==> src/rtl/rob.sv <==
// Reorder buffer: a circular FIFO of rob_packet_t entries (the ROB_PACKET type).
// Dispatch writes up to N entries per cycle in program order at the tail.
// Retire sees up to N oldest entries and frees as many as it reports.
// The tail can be restored to a checkpoint for branch mispredict recovery.
//
// Ports:
//   clock             in   system clock, all state updates on posedge
//   reset             in   synchronous active-low reset
//   rob_inputs        in   N dispatching packets, oldest in slot 0
//   rob_inputs_valid  in   number of valid rob_inputs slots, counted from slot 0
//   rob_spots         out  free entries, min(ROB_SZ - count, N)
//   rob_tail          out  current tail pointer (index plus wrap bit)
//   restore_valid     in   mispredict recovery this cycle
//   restore_tail      in   tail pointer to restore
//   rob_outputs       out  N oldest entries, slot i = entry (head + i) mod ROB_SZ
//   rob_outputs_valid out  min(count, N)
//   num_retiring      in   entries retired this cycle by the retire stage

package rob_pkg;

    typedef struct packed {
        logic [31:0] pc;
        logic [5:0]  t_new;
        logic [5:0]  t_old;
        logic [4:0]  arch_reg;
        logic        halt;
    } rob_packet_t;

endpackage

module rob
    import rob_pkg::*;
#(
    parameter int unsigned N      = 3,
    parameter int unsigned ROB_SZ = 8,
    parameter int unsigned PTR_W  = $clog2(ROB_SZ) + 1,
    parameter int unsigned CNT_W  = $clog2(N + 1)
) (
    input  logic                     clock,
    input  logic                     reset,
    input  rob_packet_t [N-1:0]      rob_inputs,
    input  logic        [CNT_W-1:0]  rob_inputs_valid,
    output logic        [CNT_W-1:0]  rob_spots,
    output logic        [PTR_W-1:0]  rob_tail,
    input  logic                     restore_valid,
    input  logic        [PTR_W-1:0]  restore_tail,
    output rob_packet_t [N-1:0]      rob_outputs,
    output logic        [CNT_W-1:0]  rob_outputs_valid,
    input  logic        [CNT_W-1:0]  num_retiring
);

    localparam int unsigned IDX_W = PTR_W - 1;

    logic [PTR_W-1:0] head_q, head_d;
    logic [PTR_W-1:0] tail_q, tail_d;
    rob_packet_t      entries_q [ROB_SZ];

    logic [PTR_W-1:0] count;
    logic [PTR_W-1:0] free_cnt;
    logic [CNT_W-1:0] disp_cnt;
    logic [CNT_W-1:0] ret_cnt;
    logic [IDX_W-1:0] wr_idx [N];
    logic [IDX_W-1:0] rd_idx [N];

    // Occupancy and its clamped views, all from registered state only so that
    // neither dispatch nor retire of this cycle is bypassed to the outputs.
    always_comb begin
        count    = tail_q - head_q;
        free_cnt = PTR_W'(ROB_SZ) - count;

        if (free_cnt > PTR_W'(N)) begin
            rob_spots = CNT_W'(N);
        end else begin
            rob_spots = CNT_W'(free_cnt);
        end

        if (count > PTR_W'(N)) begin
            rob_outputs_valid = CNT_W'(N);
        end else begin
            rob_outputs_valid = CNT_W'(count);
        end
    end

    assign rob_tail = tail_q;

    // Effective dispatch and retire counts; excess requests are dropped.
    // A restore suppresses dispatch entirely but retire still proceeds.
    always_comb begin
        disp_cnt = '0;
        if (!restore_valid) begin
            disp_cnt = (rob_inputs_valid > rob_spots) ? rob_spots : rob_inputs_valid;
        end
        ret_cnt = (num_retiring > rob_outputs_valid) ? rob_outputs_valid : num_retiring;
    end

    always_comb begin
        head_d = head_q + PTR_W'(ret_cnt);
        if (restore_valid) begin
            tail_d = restore_tail;
        end else begin
            tail_d = tail_q + PTR_W'(disp_cnt);
        end
    end

    // Index arithmetic wraps naturally in IDX_W bits since ROB_SZ is a power of two.
    always_comb begin
        for (int i = 0; i < int'(N); i++) begin
            wr_idx[i] = tail_q[IDX_W-1:0] + IDX_W'(i);
            rd_idx[i] = head_q[IDX_W-1:0] + IDX_W'(i);
        end
    end

    always_ff @(posedge clock) begin
        if (!reset) begin
            head_q <= '0;
            tail_q <= '0;
        end else begin
            head_q <= head_d;
            tail_q <= tail_d;
        end
    end

    // Entry storage has no reset; contents are only observable through valid slots.
    always_ff @(posedge clock) begin
        if (reset) begin
            for (int j = 0; j < int'(N); j++) begin
                if (CNT_W'(j) < disp_cnt) begin
                    entries_q[wr_idx[j]] <= rob_inputs[j];
                end
            end
        end
    end

    // Slots beyond the valid count are forced to zero so retire never sees stale data.
    always_comb begin
        for (int i = 0; i < int'(N); i++) begin
            rob_outputs[i] = '0;
            if (CNT_W'(i) < rob_outputs_valid) begin
                rob_outputs[i] = entries_q[rd_idx[i]];
            end
        end
    end

endmodule

==> config.mk <==
export PLATFORM = sky130hd
export DESIGN_NAME = rob
export DESIGN_NICKNAME = d
export VERILOG_FILES = /design/src/rtl/rob.sv
export SDC_FILE = /design/constraint.sdc
export NUM_CORES = 2
export LEC_CHECK = 0
export BUFFER_PORTS_ARGS = -buffer_cell sky130_fd_sc_hd__buf_2
export CORE_ASPECT_RATIO = 0.6
export CORE_MARGIN = 2
export CORE_UTILIZATION = 39
export CTS_CLUSTER_SIZE = 14
export DETAILED_ROUTE_END_ITERATION = 7
export MAX_ROUTING_LAYER = met4
export SYNTH_ARGS = -nofsm -noshare
export SYNTH_HDL_FRONTEND = slang
export SYNTH_SLANG_ARGS = --single-unit
==> constraint.sdc <==
create_clock -name clock -period 11.18 [get_ports clock]
set_clock_uncertainty 0.1 [all_clocks]
set_input_delay 1.677 -clock clock [delete_from_list [all_inputs] [get_ports clock]]
set_output_delay 1.677 -clock clock [all_outputs]
set_load 0.05 [all_outputs]
# Yosys cells after proc, flatten, opt, wreduce, memory -nomap -nowiden

Memory sizes are Yosys's and may differ from the RTL's. A register that Yosys moved wholly into a read port is not among the register bits.
Index checks and enable logic that the tools add are counted.

Logic and storage cells: 40
Output and inout bits: 158
Memory bits (writable): 400
Register bits: 8
Bits of input ports: 161
Memories kept: 1

Memory list:

| memory    | depth | width | rd ports | clocked after memory_dff | wr ports | RTL line | RTL |
|---|---|---|---|---|---|---|---|
| entries_q | 8     | 50    | 3        | 1                        | 3        | 56       | `rob_packet_t entries_q [ROB_SZ];` |

Multiplexer cells: 19
Magnitude comparators: 10
Add/subtract/negate cells: 8

Operator list:

| kind                | count |
|---|---|
| $mux 50             | 3 |
| $mux 2              | 5 |
| $mux 1              | 9 |
| $add 4x2->4         | 2 |
| $gt 4x2->1 const B  | 2 |
| $lt 1x2->1 const A  | 4 |
| $add 3x1->3 const B | 2 |
| $add 3x2->3 const B | 2 |
| $gt 2x2->1          | 2 |
| $lt 2x2->1 const A  | 2 |
| $mux 4              | 1 |
| $sub 4x4->4         | 1 |
| $sub 4x4->4 const A | 1 |
| $mux 3              | 1 |

# Depth between registers and ports, before layout

Depth after elaboration: 11
Mapped depth: 23
Mapped depth without buffers: 22

# Worst setup path before layout

OpenSTA, ideal clock, no wires.

Path type: reg2reg
Start: reg head_q[1]
End: mem entries_q[3][0] in the netlist's numbering, enable pin
Path buffers: 3
Clock period less this slack: 7.586 ns
Data required time: 10.604 ns
Data arrival time: 7.011 ns
Slack: 3.594 ns
Setup time: 0.476 ns
Stages on the path, launching flop included: 17
Cell sequence: dfxtp_1 inv_2 buf_1 clkbuf_1 fa_1 inv_1 ha_1 nand3_1 a2111oi_0 nor2_1 ha_1 nand2b_1 or3b_1 o31ai_2 buf_4 nand4_1 o2111ai_1

RTL lines:

| element                | RTL line | RTL |
|---|---|---|
| start, declared        | 54       | `logic [PTR_W-1:0] head_q, head_d;` |
| start signal, assigned | 115      | `head_q <= '0;` |
| start signal, assigned | 118      | `head_q <= head_d;` |
| end, declared          | 56       |  |

==> flow_metrics.env <==
export IMPL_outcome="finished clean"
export IMPL_firstDrtPassIters=6
export IMPL_synth_cell_types=46
export IMPL_grt_pass1_wl_um=156000
export IMPL_r2r_slack_ps=4020
export IMPL_hold_buffers=0
export IMPL_p_sw_mw=5.91
export IMPL_post_cts_buffers=0
export IMPL_design_area_mm2=0.0346
export IMPL_synthesis_area_mm2=0.0305
export IMPL_async_flop_share=0
export IMPL_core_area_mm2=0.0774
export IMPL_rr_startpoint="head_q[0]"
export IMPL_fin_util=0.447
export IMPL_power_density_mw_per_mm2=308
export IMPL_end_kind="flip-flop"
export IMPL_grt_start_max_net_pins=67
export IMPL_synth_top_area_cell="edfxtp_1"
export IMPL_p_int_mw=4.74
export IMPL_htreeDepth=2
export IMPL_cts_made_buffers=46
export IMPL_slew_violations=0
export IMPL_reg2reg_to="entries_q[3][27]"
export IMPL_rsz0062_at_grt="false"
export IMPL_grtUsageTotal=0.275
export IMPL_critPathKind="reg -> reg"
export IMPL_hold_start="head_q[3]"
export IMPL_crit_arrival_ps=7310
export IMPL_wl_per_cell_um=30.7
export IMPL_pin_count=319
export IMPL_syn_inst=2209
export IMPL_setup_tns_ps=0
export IMPL_numClockSinks=408
export IMPL_antenna_found_initial=15
export IMPL_nNetsFinal=2624
export IMPL_clk_latency_ps=580
export IMPL_syn_nets=2388
export IMPL_area_growth_syn_to_layout_pct=13.6
export IMPL_dp_hpwl_um=65500
export IMPL_total_power_mw=10.6
export IMPL_finalSetupViolations=0
export IMPL_port_buffers=318
export IMPL_gp_congestion=0.875
export IMPL_r2r_cells=17
export IMPL_cts_resized=0
export IMPL_fillerInstances=6946
export IMPL_die_height_um=220
export IMPL_slew_headroom=0.199
export IMPL_final_period_utilization=0.640
export IMPL_dp_worst_setup_slack_ps=4240
export IMPL_combPwrFrac=0.674
export IMPL_first_global_vias=22100
export IMPL_routed_via_count=21800
export IMPL_synth_flop_cell="edfxtp_1"
export IMPL_synth_enable_flop_cells=400
export IMPL_initial_core_util=0.394
export IMPL_ys_seq_area_frac=0.400
export IMPL_crit_required_ps=11330
export IMPL_drc=0
export IMPL_leakagePower_nw=12.1
export IMPL_ant_nets=0
export IMPL_hold_depth=2
export IMPL_post_drt_via_cell_ratio=6.15
export IMPL_dieArea_mm2=0.0804
export IMPL_yosysTopAreaCellShare=0.394
export IMPL_setup_slack_ps=4020
export IMPL_startpoint_type="flip-flop"
export IMPL_ir_drop_v=0.000254
export IMPL_cap_violations=0
export IMPL_root_buffer="clkbuf_16"
export IMPL_fmax_mhz=140
export IMPL_placed_area_mm2=0.0333
export IMPL_syn_area_per_cell_um2=13.8
export IMPL_p_sw_frac=0.555
export IMPL_drt_iter0_markers=2354
export IMPL_totalWireLength_um=109000
export IMPL_clockBufferDepth=3
export IMPL_yosys_register_bits=408
export IMPL_post_route_cells_drive_above_1_share=0.408
export IMPL_clk_pin_slew_worst_paths_ps=60
export IMPL_hold_class="reg -> reg"
export IMPL_hold_viol=0
export IMPL_hold_path_end="head_q[3]"
export IMPL_min_period_ps=7160
export IMPL_rows=79
export IMPL_grt_overflow=0
export IMPL_seqPwrFrac=0.193
export IMPL_cts_tree="built"
export IMPL_die_w_um=365
export IMPL_worst_pin_slew_ps=1200
export IMPL_crit_fanout=51
export IMPL_yosys_warnings=0
export IMPL_power_share_clock=0.133
export IMPL_yosys_top_cells_area="edfxtp_1 (39%), mux2_1 (17%), mux4_2 (14%)"
-- worst max-delay path by stage --
stage / startpoint / end / slack [ps] / cells past startpoint
global placement: head_q[0] / entries_q[3][27] / 4240 / 17
finish: head_q[0] / entries_q[3][27] / 4020 / 17
floorplan: head_q[1] / entries_q[3][0] / 3590 / 16
detailed placement: head_q[0] / entries_q[3][36] / 4240 / 17
CTS: head_q[0] / entries_q[3][26] / 4200 / 17
global route: head_q[0] / entries_q[3][26] / 3770 / 17
-- flip-flops by register name, indices dropped and copies added (netlist names) --
name	cells
entries_q	400
head_q	4
rob_tail	4
-- per-layer routing --
| layer | wire length, um | track usage | vias to the layer above |
|---|---|---|---|
| met2 | 47000 | 0.401 | 1049 |
| met3 | 10700 | 0.0639 | 164 |
| li1 | - | - | 9228 |
| met1 | 48800 | 0.389 | 11300 |
| met5 | 0 | - | - |
| met4 | 2280 | 0.0617 | 0 |
-- critical path, stage by stage (launching register included) --
cell       delay [ps]
dfxtp_4           600
ha_1              250
inv_1              60
fa_1              650
inv_1             100
ha_1              260
or2_1             240
a2111oi_0         670
nor2_1            200
ha_1              370
a221o_1           330
nor4_1            230
o32ai_2           140
buf_4             240
nand4_4           100
buf_4             810
o2111ai_4         820
buf_4             600
-- layout make-up --
cell class | count | area [um2] | share of cell area
timing repair buffer | 368 | 1970 | 0.0568
antenna | 15 | 37.5 | 0.00108
tap | 1053 | 1320 | 0.0381
multi-input combinational | 1609 | 17700 | 0.513
clock buffer | 55 | 1210 | 0.0348
inverter | 12 | 50.0 | 0.00145
sequential | 408 | 12200 | 0.352
clock inverter | 24 | 106 | 0.00307
-- cell usage in the layout (no fill, tap or decap), types with 4 or more instances in the layout --
cell type | synthesis | routed
a211oi_1 | 8 | 8
a21oi_1 | 68 | 67
and2_1 | 5 | 5
buf_2 | 35 | 318
buf_4 | 7 | 50
clkbuf_1 | 102 | 8
clkbuf_16 | 0 | 47
clkinv_1 | 0 | 16
clkinv_2 | 0 | 6
dfxtp_1 | 8 | 5
diode_2 | 0 | 15
edfxtp_1 | 400 | 400
ha_1 | 15 | 14
inv_1 | 9 | 9
mux2_1 | 448 | 448
mux2_2 | 361 | 361
mux2i_1 | 187 | 187
mux4_2 | 192 | 192
nand2_1 | 116 | 116
nand3_1 | 9 | 5
nand3_4 | 0 | 4
nand4_1 | 5 | 5
nand4_4 | 1 | 5
nor2_1 | 116 | 115
nor2b_1 | 10 | 10
nor3_2 | 0 | 5
o2111ai_4 | 0 | 4
o211ai_1 | 4 | 4
o21ai_0 | 11 | 11
xnor2_1 | 6 | 5
-- stage by stage --
| step | cells | hold slack [ps] |
|---|---|---|
| 5_1_grt | 3540 | 527 |
| 3_3_place_gp | 3450 | 467 |
| 4_1_cts | 3529 | 498 |
| 6_report | 3544 | 495 |
| 3_5_place_dp | 3450 | 490 |
| 2_1_floorplan | 2209 | 453 |
-- cell families (layout without fill, tap and decap cells) --
kind of cell,count (synthesis),in the layout,synth area share
multiplexers,1188,1188,0.502
flip-flops,408,408,0.400
AND/OR/NAND/NOR,292,292,0.0418
buffers and inverters,192,459,0.0260
AO/OA/AOI/OAI,100,100,0.0186
adder cells (fa/ha/maj),18,18,0.00813
XOR/XNOR,11,11,0.00341
other,0,15,0
-- power by group through the flow --
| stage | clock network (mW) | logic, mW | registers, mW |
|---|---|---|---|
| 2_1_floorplan | 0 | 5.21 | 2.02 |
| 4_1_cts | 1.43 | 7.19 | 2.05 |
| 5_1_grt | 1.48 | 7.53 | 2.07 |
| 3_3_place_gp | 0 | 7.10 | 2.07 |
| 3_5_place_dp | 0 | 7.17 | 2.08 |
| 6_report | 1.42 | 7.18 | 2.05 |
-- synthesized netlist by cell type, types with 3 or more instances --
| cell | count |
|---|---|
| a211oi_1 | 8 |
| a21oi_1 | 68 |
| and2_1 | 5 |
| buf_1 | 36 |
| buf_2 | 35 |
| buf_4 | 7 |
| clkbuf_1 | 102 |
| dfxtp_1 | 8 |
| edfxtp_1 | 400 |
| fa_1 | 3 |
| ha_1 | 15 |
| inv_1 | 9 |
| inv_2 | 3 |
| mux2_1 | 448 |
| mux2_2 | 361 |
| mux2i_1 | 187 |
| mux4_2 | 192 |
| nand2_1 | 116 |
| nand2b_1 | 3 |
| nand3_1 | 9 |
| nand3b_1 | 3 |
| nand4_1 | 5 |
| nand4_2 | 4 |
| nor2_1 | 116 |
| nor2b_1 | 10 |
| nor3_1 | 7 |
| o2111ai_1 | 4 |
| o211ai_1 | 4 |
| o21ai_0 | 11 |
| xnor2_1 | 6 |
| xor2_1 | 4 |
Note: power is estimated with default switching activity, not from simulation.
